## src/rtl/ps2_key_pkg.sv

```systemverilog
// Shared types, scan-code constants and the set-2 to ASCII translation table
// for the PS/2 keyboard decoder.
package ps2_key_pkg;

    typedef enum logic [2:0] {
        ST_IDLE,
        ST_EXT,
        ST_BRK,
        ST_EXT_BRK,
        ST_PAUSE
    } state_t;

    typedef struct packed {
        logic       hit;
        logic [7:0] ch;
    } xlat_t;

    localparam logic [7:0] SC_EXT    = 8'hE0;
    localparam logic [7:0] SC_BRK    = 8'hF0;
    localparam logic [7:0] SC_PAUSE  = 8'hE1;
    localparam logic [7:0] SC_LSHIFT = 8'h12;
    localparam logic [7:0] SC_RSHIFT = 8'h59;
    localparam logic [7:0] SC_CTRL   = 8'h14;
    localparam logic [7:0] SC_CAPS   = 8'h58;

    localparam logic [2:0] PAUSE_SKIP = 3'd7;

    // Returns {is_letter, lower-case ASCII}.
    function automatic logic [8:0] letter_lower(input logic [7:0] sc);
        logic [8:0] r;
        r = 9'h000;
        case (sc)
            8'h1C: r = {1'b1, 8'h61};
            8'h32: r = {1'b1, 8'h62};
            8'h21: r = {1'b1, 8'h63};
            8'h23: r = {1'b1, 8'h64};
            8'h24: r = {1'b1, 8'h65};
            8'h2B: r = {1'b1, 8'h66};
            8'h34: r = {1'b1, 8'h67};
            8'h33: r = {1'b1, 8'h68};
            8'h43: r = {1'b1, 8'h69};
            8'h3B: r = {1'b1, 8'h6A};
            8'h42: r = {1'b1, 8'h6B};
            8'h4B: r = {1'b1, 8'h6C};
            8'h3A: r = {1'b1, 8'h6D};
            8'h31: r = {1'b1, 8'h6E};
            8'h44: r = {1'b1, 8'h6F};
            8'h4D: r = {1'b1, 8'h70};
            8'h15: r = {1'b1, 8'h71};
            8'h2D: r = {1'b1, 8'h72};
            8'h1B: r = {1'b1, 8'h73};
            8'h2C: r = {1'b1, 8'h74};
            8'h3C: r = {1'b1, 8'h75};
            8'h2A: r = {1'b1, 8'h76};
            8'h1D: r = {1'b1, 8'h77};
            8'h22: r = {1'b1, 8'h78};
            8'h35: r = {1'b1, 8'h79};
            8'h1A: r = {1'b1, 8'h7A};
            default: r = 9'h000;
        endcase
        return r;
    endfunction

    // Non-letter keys: returns {hit, unshifted, shifted} on the US layout.
    function automatic logic [16:0] plain_keys(input logic [7:0] sc);
        logic [16:0] r;
        r = 17'h00000;
        case (sc)
            8'h16: r = {1'b1, 8'h31, 8'h21};
            8'h1E: r = {1'b1, 8'h32, 8'h40};
            8'h26: r = {1'b1, 8'h33, 8'h23};
            8'h25: r = {1'b1, 8'h34, 8'h24};
            8'h2E: r = {1'b1, 8'h35, 8'h25};
            8'h36: r = {1'b1, 8'h36, 8'h5E};
            8'h3D: r = {1'b1, 8'h37, 8'h26};
            8'h3E: r = {1'b1, 8'h38, 8'h2A};
            8'h46: r = {1'b1, 8'h39, 8'h28};
            8'h45: r = {1'b1, 8'h30, 8'h29};
            8'h0E: r = {1'b1, 8'h60, 8'h7E};
            8'h4E: r = {1'b1, 8'h2D, 8'h5F};
            8'h55: r = {1'b1, 8'h3D, 8'h2B};
            8'h54: r = {1'b1, 8'h5B, 8'h7B};
            8'h5B: r = {1'b1, 8'h5D, 8'h7D};
            8'h5D: r = {1'b1, 8'h5C, 8'h7C};
            8'h4C: r = {1'b1, 8'h3B, 8'h3A};
            8'h52: r = {1'b1, 8'h27, 8'h22};
            8'h41: r = {1'b1, 8'h2C, 8'h3C};
            8'h49: r = {1'b1, 8'h2E, 8'h3E};
            8'h4A: r = {1'b1, 8'h2F, 8'h3F};
            8'h66: r = {1'b1, 8'h7F, 8'h7F};
            8'h0D: r = {1'b1, 8'h09, 8'h09};
            8'h29: r = {1'b1, 8'h20, 8'h20};
            8'h5A: r = {1'b1, 8'h0A, 8'h0A};
            8'h76: r = {1'b1, 8'h1B, 8'h1B};
            8'h70: r = {1'b1, 8'h30, 8'h30};
            8'h69: r = {1'b1, 8'h31, 8'h31};
            8'h72: r = {1'b1, 8'h32, 8'h32};
            8'h7A: r = {1'b1, 8'h33, 8'h33};
            8'h6B: r = {1'b1, 8'h34, 8'h34};
            8'h73: r = {1'b1, 8'h35, 8'h35};
            8'h74: r = {1'b1, 8'h36, 8'h36};
            8'h6C: r = {1'b1, 8'h37, 8'h37};
            8'h75: r = {1'b1, 8'h38, 8'h38};
            8'h7D: r = {1'b1, 8'h39, 8'h39};
            8'h71: r = {1'b1, 8'h2E, 8'h2E};
            8'h7C: r = {1'b1, 8'h2A, 8'h2A};
            8'h7B: r = {1'b1, 8'h2D, 8'h2D};
            8'h79: r = {1'b1, 8'h2B, 8'h2B};
            default: r = 17'h00000;
        endcase
        return r;
    endfunction

    // Modifier make codes are intercepted by the caller before this is consulted.
    function automatic xlat_t translate(input logic       ext,
                                        input logic [7:0] sc,
                                        input logic       shift,
                                        input logic       caps,
                                        input logic       ctrl,
                                        input logic [7:0] unknown);
        xlat_t       r;
        logic [8:0]  lt;
        logic [16:0] pk;
        r  = '0;
        lt = letter_lower(sc);
        pk = plain_keys(sc);
        if (ext) begin
            r.hit = 1'b1;
            case (sc)
                8'h4A:   r.ch = 8'h2F;
                8'h5A:   r.ch = 8'h0A;
                8'h71:   r.ch = 8'h7F;
                default: r.hit = 1'b0;
            endcase
        end else if (lt[8]) begin
            r.hit = 1'b1;
            if (ctrl)
                r.ch = lt[7:0] & 8'h1F;
            else if (shift ^ caps)
                r.ch = lt[7:0] - 8'h20;
            else
                r.ch = lt[7:0];
        end else if (pk[16]) begin
            r.hit = 1'b1;
            r.ch  = shift ? pk[7:0] : pk[15:8];
        end else begin
            r.hit = 1'b1;
            r.ch  = unknown;
        end
        return r;
    endfunction

endpackage

```

## src/rtl/ps2_key_decoder_char_fifo.sv

```systemverilog
// Small synchronous FIFO for character streams; power-of-two depth so the
// pointers wrap on their own.
module char_fifo #(
    parameter int DEPTH = 4,
    parameter int WIDTH = 8
) (
    input  logic             clk,
    input  logic             rst,
    input  logic             i_push,
    input  logic [WIDTH-1:0] i_data,
    input  logic             i_pop,
    output logic [WIDTH-1:0] o_data,
    output logic             o_full,
    output logic             o_empty
);
    localparam int AW = $clog2(DEPTH);

    logic [WIDTH-1:0] r_mem [DEPTH];
    logic [AW-1:0]    r_wr_ptr;
    logic [AW-1:0]    r_rd_ptr;
    logic [AW:0]      r_count;
    logic             w_do_push;
    logic             w_do_pop;

    assign o_full    = (r_count == (AW+1)'(DEPTH));
    assign o_empty   = (r_count == '0);
    assign o_data    = r_mem[r_rd_ptr];
    assign w_do_pop  = i_pop & ~o_empty;
    // A push into a full FIFO is only accepted when the head leaves in the same cycle.
    assign w_do_push = i_push & (~o_full | w_do_pop);

    always_ff @(posedge clk or posedge rst) begin
        if (rst) begin
            r_wr_ptr <= '0;
            r_rd_ptr <= '0;
            r_count  <= '0;
            for (int i = 0; i < DEPTH; i++)
                r_mem[i] <= '0;
        end else begin
            if (w_do_push) begin
                r_mem[r_wr_ptr] <= i_data;
                r_wr_ptr        <= r_wr_ptr + 1'b1;
            end
            if (w_do_pop)
                r_rd_ptr <= r_rd_ptr + 1'b1;
            case ({w_do_push, w_do_pop})
                2'b10:   r_count <= r_count + 1'b1;
                2'b01:   r_count <= r_count - 1'b1;
                default: r_count <= r_count;
            endcase
        end
    end

endmodule

```

## src/rtl/ps2_key_decoder.sv

```systemverilog
// PS/2 set-2 scan-code to ASCII decoder: prefix FSM (E0/F0/E1), Shift/Ctrl/Caps
// tracking and a buffered valid/ready character output with overflow flag.
module ps2_key_decoder
    import ps2_key_pkg::*;
#(
    parameter int         FIFO_DEPTH   = 4,
    parameter bit         ENABLE_CTRL  = 1'b1,
    parameter bit         ENABLE_CAPS  = 1'b1,
    parameter logic [7:0] UNKNOWN_CHAR = 8'h2E
) (
    input  logic       clk,
    input  logic       rst,
    input  logic [7:0] scan,
    input  logic       scanrdy,
    output logic [7:0] ascii,
    output logic       ascii_valid,
    input  logic       ascii_ready,
    output logic       overflow,
    output logic       caps_lock,
    output logic [2:0] mods
);
    logic [1:0] r_history;
    state_t     r_state, w_state_nx;
    logic [2:0] r_skip, w_skip_nx;
    logic       r_lshift, w_lshift_nx;
    logic       r_rshift, w_rshift_nx;
    logic       r_lctrl, w_lctrl_nx;
    logic       r_rctrl, w_rctrl_nx;
    logic       r_caps, w_caps_nx;
    logic       r_caps_held, w_caps_held_nx;
    logic       r_overflow;

    logic       w_event;
    logic       w_shift;
    logic       w_ctrl;
    logic       w_push;
    logic [7:0] w_push_char;
    logic       w_pop;
    logic       w_full;
    logic       w_empty;
    xlat_t      w_xlat;

    assign w_event = (r_history == 2'b10);
    assign w_shift = r_lshift | r_rshift;
    assign w_ctrl  = r_lctrl | r_rctrl;
    assign w_xlat  = translate(r_state == ST_EXT, scan, w_shift, r_caps, w_ctrl, UNKNOWN_CHAR);

    always_ff @(posedge clk or posedge rst) begin
        if (rst) begin
            r_history   <= 2'b00;
            r_state     <= ST_IDLE;
            r_skip      <= '0;
            r_lshift    <= 1'b0;
            r_rshift    <= 1'b0;
            r_lctrl     <= 1'b0;
            r_rctrl     <= 1'b0;
            r_caps      <= 1'b0;
            r_caps_held <= 1'b0;
            r_overflow  <= 1'b0;
        end else begin
            r_history   <= {r_history[0], scanrdy};
            r_state     <= w_state_nx;
            r_skip      <= w_skip_nx;
            r_lshift    <= w_lshift_nx;
            r_rshift    <= w_rshift_nx;
            r_lctrl     <= w_lctrl_nx;
            r_rctrl     <= w_rctrl_nx;
            r_caps      <= w_caps_nx;
            r_caps_held <= w_caps_held_nx;
            r_overflow  <= r_overflow | (w_push & w_full & ~w_pop);
        end
    end

    always_comb begin
        w_state_nx     = r_state;
        w_skip_nx      = r_skip;
        w_lshift_nx    = r_lshift;
        w_rshift_nx    = r_rshift;
        w_lctrl_nx     = r_lctrl;
        w_rctrl_nx     = r_rctrl;
        w_caps_nx      = r_caps;
        w_caps_held_nx = r_caps_held;
        w_push         = 1'b0;
        w_push_char    = w_xlat.ch;
        if (w_event) begin
            case (r_state)
                ST_IDLE: begin
                    if (scan == SC_EXT) begin
                        w_state_nx = ST_EXT;
                    end else if (scan == SC_BRK) begin
                        w_state_nx = ST_BRK;
                    end else if (scan == SC_PAUSE) begin
                        w_state_nx = ST_PAUSE;
                        w_skip_nx  = PAUSE_SKIP;
                    end else if (scan == SC_LSHIFT) begin
                        w_lshift_nx = 1'b1;
                    end else if (scan == SC_RSHIFT) begin
                        w_rshift_nx = 1'b1;
                    end else if (scan == SC_CTRL) begin
                        w_lctrl_nx = ENABLE_CTRL;
                    end else if (scan == SC_CAPS) begin
                        // Typematic repeats of Caps must not keep flipping the lock.
                        if (ENABLE_CAPS) begin
                            w_caps_nx      = r_caps ^ ~r_caps_held;
                            w_caps_held_nx = 1'b1;
                        end
                    end else begin
                        w_push = w_xlat.hit;
                    end
                end
                ST_EXT: begin
                    if (scan == SC_BRK) begin
                        w_state_nx = ST_EXT_BRK;
                    end else if (scan != SC_EXT) begin
                        w_state_nx = ST_IDLE;
                        if (scan == SC_CTRL)
                            w_rctrl_nx = ENABLE_CTRL;
                        else
                            w_push = w_xlat.hit;
                    end
                end
                ST_BRK: begin
                    if (scan != SC_BRK) begin
                        w_state_nx = ST_IDLE;
                        case (scan)
                            SC_LSHIFT: w_lshift_nx    = 1'b0;
                            SC_RSHIFT: w_rshift_nx    = 1'b0;
                            SC_CTRL:   w_lctrl_nx     = 1'b0;
                            SC_CAPS:   w_caps_held_nx = 1'b0;
                            default:   w_state_nx     = ST_IDLE;
                        endcase
                    end
                end
                ST_EXT_BRK: begin
                    w_state_nx = ST_IDLE;
                    if (scan == SC_CTRL)
                        w_rctrl_nx = 1'b0;
                end
                ST_PAUSE: begin
                    w_skip_nx = r_skip - 3'd1;
                    if (r_skip <= 3'd1)
                        w_state_nx = ST_IDLE;
                end
                default: w_state_nx = ST_IDLE;
            endcase
        end
    end

    char_fifo #(
        .DEPTH (FIFO_DEPTH),
        .WIDTH (8)
    ) u_fifo (
        .clk     (clk),
        .rst     (rst),
        .i_push  (w_push),
        .i_data  (w_push_char),
        .i_pop   (w_pop),
        .o_data  (ascii),
        .o_full  (w_full),
        .o_empty (w_empty)
    );

    assign w_pop       = ~w_empty & ascii_ready;
    assign ascii_valid = ~w_empty;
    assign overflow    = r_overflow;
    assign caps_lock   = r_caps;
    assign mods        = {w_ctrl, r_caps, w_shift};

endmodule

```

## config.mk

```make
export PLATFORM = sky130hd
export DESIGN_NAME = ps2_key_decoder
export DESIGN_NICKNAME = d
export VERILOG_FILES = /design/src/rtl/ps2_key_pkg.sv /design/src/rtl/ps2_key_decoder_char_fifo.sv /design/src/rtl/ps2_key_decoder.sv
export SDC_FILE = /design/constraint.sdc
export NUM_CORES = 1
export LEC_CHECK = 0
export ABC_AREA = 1
export BUFFER_PORTS_ARGS = -buffer_cell sky130_fd_sc_hd__buf_2
export CORE_AREA = 2 2 95 97
export DETAILED_ROUTE_END_ITERATION = 8
export DIE_AREA = 0 0 97 99
export PLACE_DENSITY = 0.71
export SLEW_MARGIN = 20
export SYNTH_ARGS = -nofsm -noshare
export SYNTH_HDL_FRONTEND = slang
export SYNTH_SLANG_ARGS = --single-unit
```

## constraint.sdc

```tcl
create_clock -name clk -period 4.2 [get_ports clk]
set_clock_uncertainty 0.05 [all_clocks]
set_input_delay 0.21 -clock clk [delete_from_list [all_inputs] [get_ports clk]]
set_output_delay 0.21 -clock clk [all_outputs]
set_load 0.02 [all_outputs]
```

Word level (Yosys, flattened, before mapping)
Memories as Yosys holds them, arrays and structs flattened.
Index checks and enable logic that the tools add are counted.
Operators by class
  eq/ne operators: 43
  reduce and logical (&&, ||, !) cells: 16
  multiplexer cells: 78
  add/subtract/negate cells: 6
  $lt $le $gt $ge: 4
  bitwise operators: 23
Operator list (number)
  two-way mux 8 bit: 8
  two-way mux 1 bit: 44
  equality test 8 x 7 -> 1 bit (second input constant): 5
  inequality test 2 bit (second input constant): 19
  bitwise mux 32 bit: 1
  two-way mux 3 bit: 10
  equality test 8 bit (second input constant): 3
  one-hot mux 7 bit (3 select lines): 1
  two-way mux 9 bit: 2
  AND reduction 9 bit: 2
  two-way mux 17 bit: 1
  binary-select mux 8 bit (select 2 bit): 1
  demux 8 bit (select 2 bit): 1
  equality test 8 x 5 -> 1 bit (second input constant): 2
  inequality test 8 bit (second input constant): 2
  one-hot mux 1 bit (2 select lines): 6
  one-hot mux 3 bit (2 select lines): 2
  one-hot mux 3 bit (4 select lines): 1
  AND reduction 11 bit: 1
  NOT 1 bit: 10
  AND reduction 10 bit: 1
  AND reduction 5 bit: 2
  AND reduction 8 bit: 1
  nonzero test 2 bit: 4
  23 further kinds: 40
Storage, ports and cells
  ROM bits: 2944
  memories: 2
  bits of input ports: 12
  output and inout port bits: 14
  bits in registers: 54
  logic and storage cells: 189
Memories
  (name not given): words 128, bits a word 15, read ports 1, clocked after Yosys merged registers in 0, wr ports 0, line ps2_key_pkg.sv:68  | case (sc)
  (name not given): words 128, bits a word 8, read ports 1, clocked after Yosys merged registers in 0, wr ports 0, line ps2_key_pkg.sv:32  | case (sc)

Logic depth before layout (Yosys ltp)
An unclocked memory read counts as a cell.
  depth after elaboration: 19
  mapped depth: 19
  depth with buffers taken out: 18

Cells and area by module
From an unflattened synthesis, not the netlist that was laid out.
Second synthesis, totals
  cells, all modules: 735
  area, all modules: 4868.4 um2
Modules (own cells, without submodules)
  ps2_key_decoder: instances 1, seq. area each 375.4 um2, area an instance 2849.0 um2, cells an instance 498
  char_fifo: instances 1, seq. area each 975.9 um2, area an instance 2019.4 um2, cells an instance 237

Worst setup path after synthesis
OpenSTA, ideal clock, no wires.
  path type: input -> register
  start: in scan[1]
  end: reg u_fifo.r_count[2]
  buffers on the path: 0
  slack: 1519 ps
  setup time: 131 ps
  stages: 14
  required time: 4019 ps
  arrival: 2500 ps
  cells stage by stage: inv_1 ha_1 inv_1 nor3_1 nand2_1 nand2_1 o31ai_4 nand3_4 ha_1 inv_1 fa_1 a21oi_1 o21ai_0 xor2_1
On the way
  longest elaborated chain between the ends: 16
  elaborated cells between the ends (all ways): 31
  classes of those cells: 13 x eq/ne; 15 x mux; 1 x bitwise; 2 x reduce/logical
RTL lines
  start: declaration: line ps2_key_decoder.sv:13  | input logic [7:0] scan,
  equality test 8 x 7 -> 1 bit: line ps2_key_pkg.sv:129  | case (sc)
  OR reduction 3 bit (no line)
  two-way mux 1 bit: line ps2_key_pkg.sv:129
  two-way mux 9 bit: line ps2_key_pkg.sv:127  | if (ext) begin
  two-way mux 1 bit: line ps2_key_decoder.sv:101  | end else if (scan == SC_CAPS) begin
  two-way mux 1 bit: line ps2_key_decoder.sv:99  | end else if (scan == SC_CTRL) begin
  two-way mux 1 bit: line ps2_key_decoder.sv:97  | end else if (scan == SC_RSHIFT) begin
  two-way mux 1 bit: line ps2_key_decoder.sv:95  | end else if (scan == SC_LSHIFT) begin
  two-way mux 1 bit: line ps2_key_decoder.sv:92  | end else if (scan == SC_PAUSE) begin
  two-way mux 1 bit: line ps2_key_decoder.sv:90  | end else if (scan == SC_BRK) begin
  two-way mux 1 bit: line ps2_key_decoder.sv:88  | if (scan == SC_EXT) begin
  one-hot mux 1 bit (2 select lines) (*): line ps2_key_decoder.sv:86  | case (r_state)
  two-way mux 1 bit (*): line ps2_key_decoder.sv:85  | if (w_event) begin
  AND 1 bit (*): line ps2_key_decoder_char_fifo.sv:30  | assign w_do_push = i_push & (~o_full | w_do_pop);
  equality test 2 x 1 -> 1 bit / equality test 2 bit (equally long branches): line ps2_key_decoder_char_fifo.sv:46  | case ({w_do_push, w_do_pop})
  one-hot mux 3 bit (2 select lines) / nonzero test 2 bit (equally long branches)
  end signal: assignment: line ps2_key_decoder_char_fifo.sv:47  | 2'b10: r_count <= r_count + 1'b1;
  end signal: assignment: line ps2_key_decoder_char_fifo.sv:48  | 2'b01: r_count <= r_count - 1'b1;
  end signal: assignment: line ps2_key_decoder_char_fifo.sv:49  | default: r_count <= r_count;
  end: declaration: line ps2_key_decoder_char_fifo.sv:21  | logic [AW:0] r_count;
Every way passes the cells marked *; elsewhere a longest branch is shown, timed or not.
A chain may end at the register's enable or synchronous reset.

Worst setup path after layout
  start: in scan[5]
  end: reg u_fifo.r_count[2]
Same word-level chain as after synthesis.

==> impl_metrics.tcl <==
set metrics [dict create \
    tns_ns 0 \
    drc 0 \
    path_class "primary input to register" \
    clock_sinks 54 \
    fin_ws_ns 1.251 \
    hold_path.class "primary input to async pin" \
    grt_max_degree 55 \
    async_flop_share_pct 100.0 \
    cp-start-kind "primary input" \
    critical_path_required_ns 4.36 \
    cp-end-kind "register" \
    dp_hpwl_um 11620 \
    worst_hold_slack_ns -0.01681 \
    maxCapViolCount 0 \
    synth_flop_cell "dfrtp_1" \
    rsz0062_at_grt "false" \
    synth_area_leaders "dfrtp_1 29%, nand2_1 20%, o21ai_0 6.2%" \
    avgSynthCellArea_um2 6.564 \
    synth-edff-count 0 \
    rr_startpoint "r_state[0]" \
    row_count 34 \
    worst_pin_slew_ns 0.9036 \
    outcome "complete, but fails checks" \
    port_buffers 25 \
    die_x_um 97 \
    root_buffer "clkbuf_8" \
    cts_resized 0 \
    arrival_ns 3.11 \
    initial_utilization_pct 53.59 \
    grt_overflow_total 0 \
    crit_start "scan[5]" \
    yosysWarnings 0 \
    grt_pass1_wl_um 24940 \
    setup_viol 0 \
    syn2layout_area_growth_pct 5.434 \
    violations "hold timing" \
    avgRoutedWirePerCell_um 18.79 \
    worstPathMaxFanout 18 \
    h-tree-depth 2 \
    num_vias 5050 \
    via_per_inst 6.151 \
    synth_area_leader_cell "dfrtp_1" \
    synth_cells 698 \
    synth_top_area_share_pct 29.49 \
    wirelength_um 15430 \
    synth_cell_types 45 \
    finalHoldViolCount 11 \
    synth_nets 728 \
    synth-seq-area-share_pct 29.49 \
    firstDrtPassIters 6 \
    r2r_slack_ns 1.31 \
    finalMaxSlewViolations 0 \
    cts_buffer_depth 2 \
    die_h_um 99 \
    ir_worst_vdd_v 0.0003794 \
    dieArea_um2 9603 \
    period_minus_slack_ns 2.949 \
    total_leakage_power_uw 0.002590 \
    syn_area_um2 4582 \
    insertion_delay_ns 0.32 \
    grt_pass1_vias 4868 \
    fin_crit_sh_pct 70.21 \
    total_power_uw 2180 \
    grt_usage_pct 32.48 \
    clkTransAtPathRegs_ns 0.10 \
    max_freq_ghz 0.3391 \
    globalplace.congestion 1.076 \
    ant_nets 0 \
    place_ws_ns 0.9528 \
    synth-seq-cells 54 \
    ios 26 \
    tritoncts.num_buffers 5 \
    power_density_nw_per_um2 451.3 \
    drt_first_iter_violations 659 \
    cts_tree "yes" \
    antenna_found_initial 0 \
    core_um2 8551 \
    slew_headroom_pct 39.76 \
    final_net_count 742 \
    drive_gt1_share_pct 11.92 \
    antenna_cells 0 \
]
==> power by group <==
group          total [uW]  switching (uW)  internal (uW)
Clock                 303             183            120
Combinational        1080             740            345
Sequential            793             128            665
Total                2180            1050           1130
==> synthesized netlist by cell type (2+ instances only) <==
library cell and count:
dfrtp_1 54, nor2_8 5, nand2_2 7, o211ai_1 6, nor2_1 61, mux2i_1 2, ha_1 17, inv_4 4
xor2_1 5, a31oi_1 5, o21a_1 2, a21oi_1 24, o31ai_1 3, o21bai_1 2, inv_2 12, nand4_1 9
nor2_2 8, nand2_1 244, buf_6 5, o22ai_1 11, o21ai_1 5, inv_1 52, xnor2_1 2, buf_2 5
o21ai_0 57, buf_4 5, clkbuf_1 8, nand3_1 52, nand3b_1 4, nor3_1 6, inv_6 2
==> flip-flops by register name (all words and copies together) (netlist names), 2 cells and up <==
name,cells
r_state,3
u_fifo.r_mem,32
r_history,2
u_fifo.r_count,3
u_fifo.r_rd_ptr,2
u_fifo.r_wr_ptr,2
r_skip,3
==> final timing paths <==
kind	endpoint	cells after the start
max	u_fifo.r_count[2]	15
min	r_skip[1]	2
max reg2reg	u_fifo.r_count[1]	10
min reg2reg	r_history[1]	0
max in group asynchronous	u_fifo.r_mem[12]	2
min in group clk	overflow	4
==> cell usage in the layout (no fill, tap or decap), types with 5 or more instances in the layout <==
cell / netlist / routed
nand2_1: 244 / 244
nor2_1: 61 / 61
o21ai_0: 57 / 57
dfrtp_1: 54 / 54
nand3_1: 52 / 52
inv_1: 52 / 51
buf_2: 5 / 25
a21oi_1: 24 / 24
ha_1: 17 / 17
inv_2: 12 / 12
o22ai_1: 11 / 11
nand4_1: 9 / 9
nor2_2: 8 / 8
nand2_2: 7 / 7
nor3_1: 6 / 6
o211ai_1: 6 / 6
nor2_8: 5 / 5
o21ai_1: 5 / 5
a31oi_1: 5 / 5
xor2_1: 5 / 5
clkbuf_8: 0 / 5
buf_4: 5 / 5
==> cell families (layout without fill, tap and decap cells) <==
kind of cell    count (synthesis)  after routing  synth area share (%)
mux                             2              2                0.4369
compound gates                120            120                 15.05
xor+xnor                        7              7                 1.338
fa+ha+maj                      18             18                 5.079
flops                          54             54                 29.49
buf+inv                        95            110                 9.749
simple gates                  402            402                 38.86
==> per-stage QoR <==
stage	instances	utilization, %	area (um^2)	hold WS, ns
after global placement	812	55.28	4727	0.2711
after CTS	821	56.48	4830	0.1462
after global routing	821	56.50	4831	0.08379
final	821	56.50	4831	-0.01681
after floorplan	698	-	4582	0.1914
after detailed placement	812	55.28	4727	0.2703
==> layer usage <==
layer / vias to the layer above / routed length [um] / track usage [%]
met3: 45 / 2031 / 9.291
met1: 2364 / 6318 / 45.43
met2: 338 / 6718 / 49.68
met5: - / 0 / 0
met4: 0 / 357 / 8.667
li1: 2303 / - / -
==> timing repair <==
| action | 4_1_cts | 5_1_grt |
|---|---|---|
| hold buffers | 1 | 0 |
| buffers inserted | 0 | 0 |
| endpoints found under the hold margin | 1 | 0 |
==> cell type report <==
cell class / count / area [um^2]
Inverter: 71 / 295.3
Multi-Input combinational cell: 549 / 2784
Clock buffer: 5 / 68.82
Clock inverter: 3 / 23.77
Fill cell: 788 / 3720
Tap cell: 108 / 135.1
Sequential cell: 54 / 1351
Timing Repair Buffer: 31 / 172.7
==> critical path, stage by stage <==
cell and delay (ns):
buf_2 0.37, inv_2 0.23, nand2_2 0.20, nor2_2 0.07
nand3_1 0.07, nand2_1 0.07, o21ai_1 0.32, o31ai_4 0.16
nand3_4 0.25, ha_1 0.21, inv_1 0.08, fa_1 0.45
a21oi_1 0.15, o21ai_0 0.11, xor2_1 0.15
Note: power is estimated with default switching activity, not from simulation.
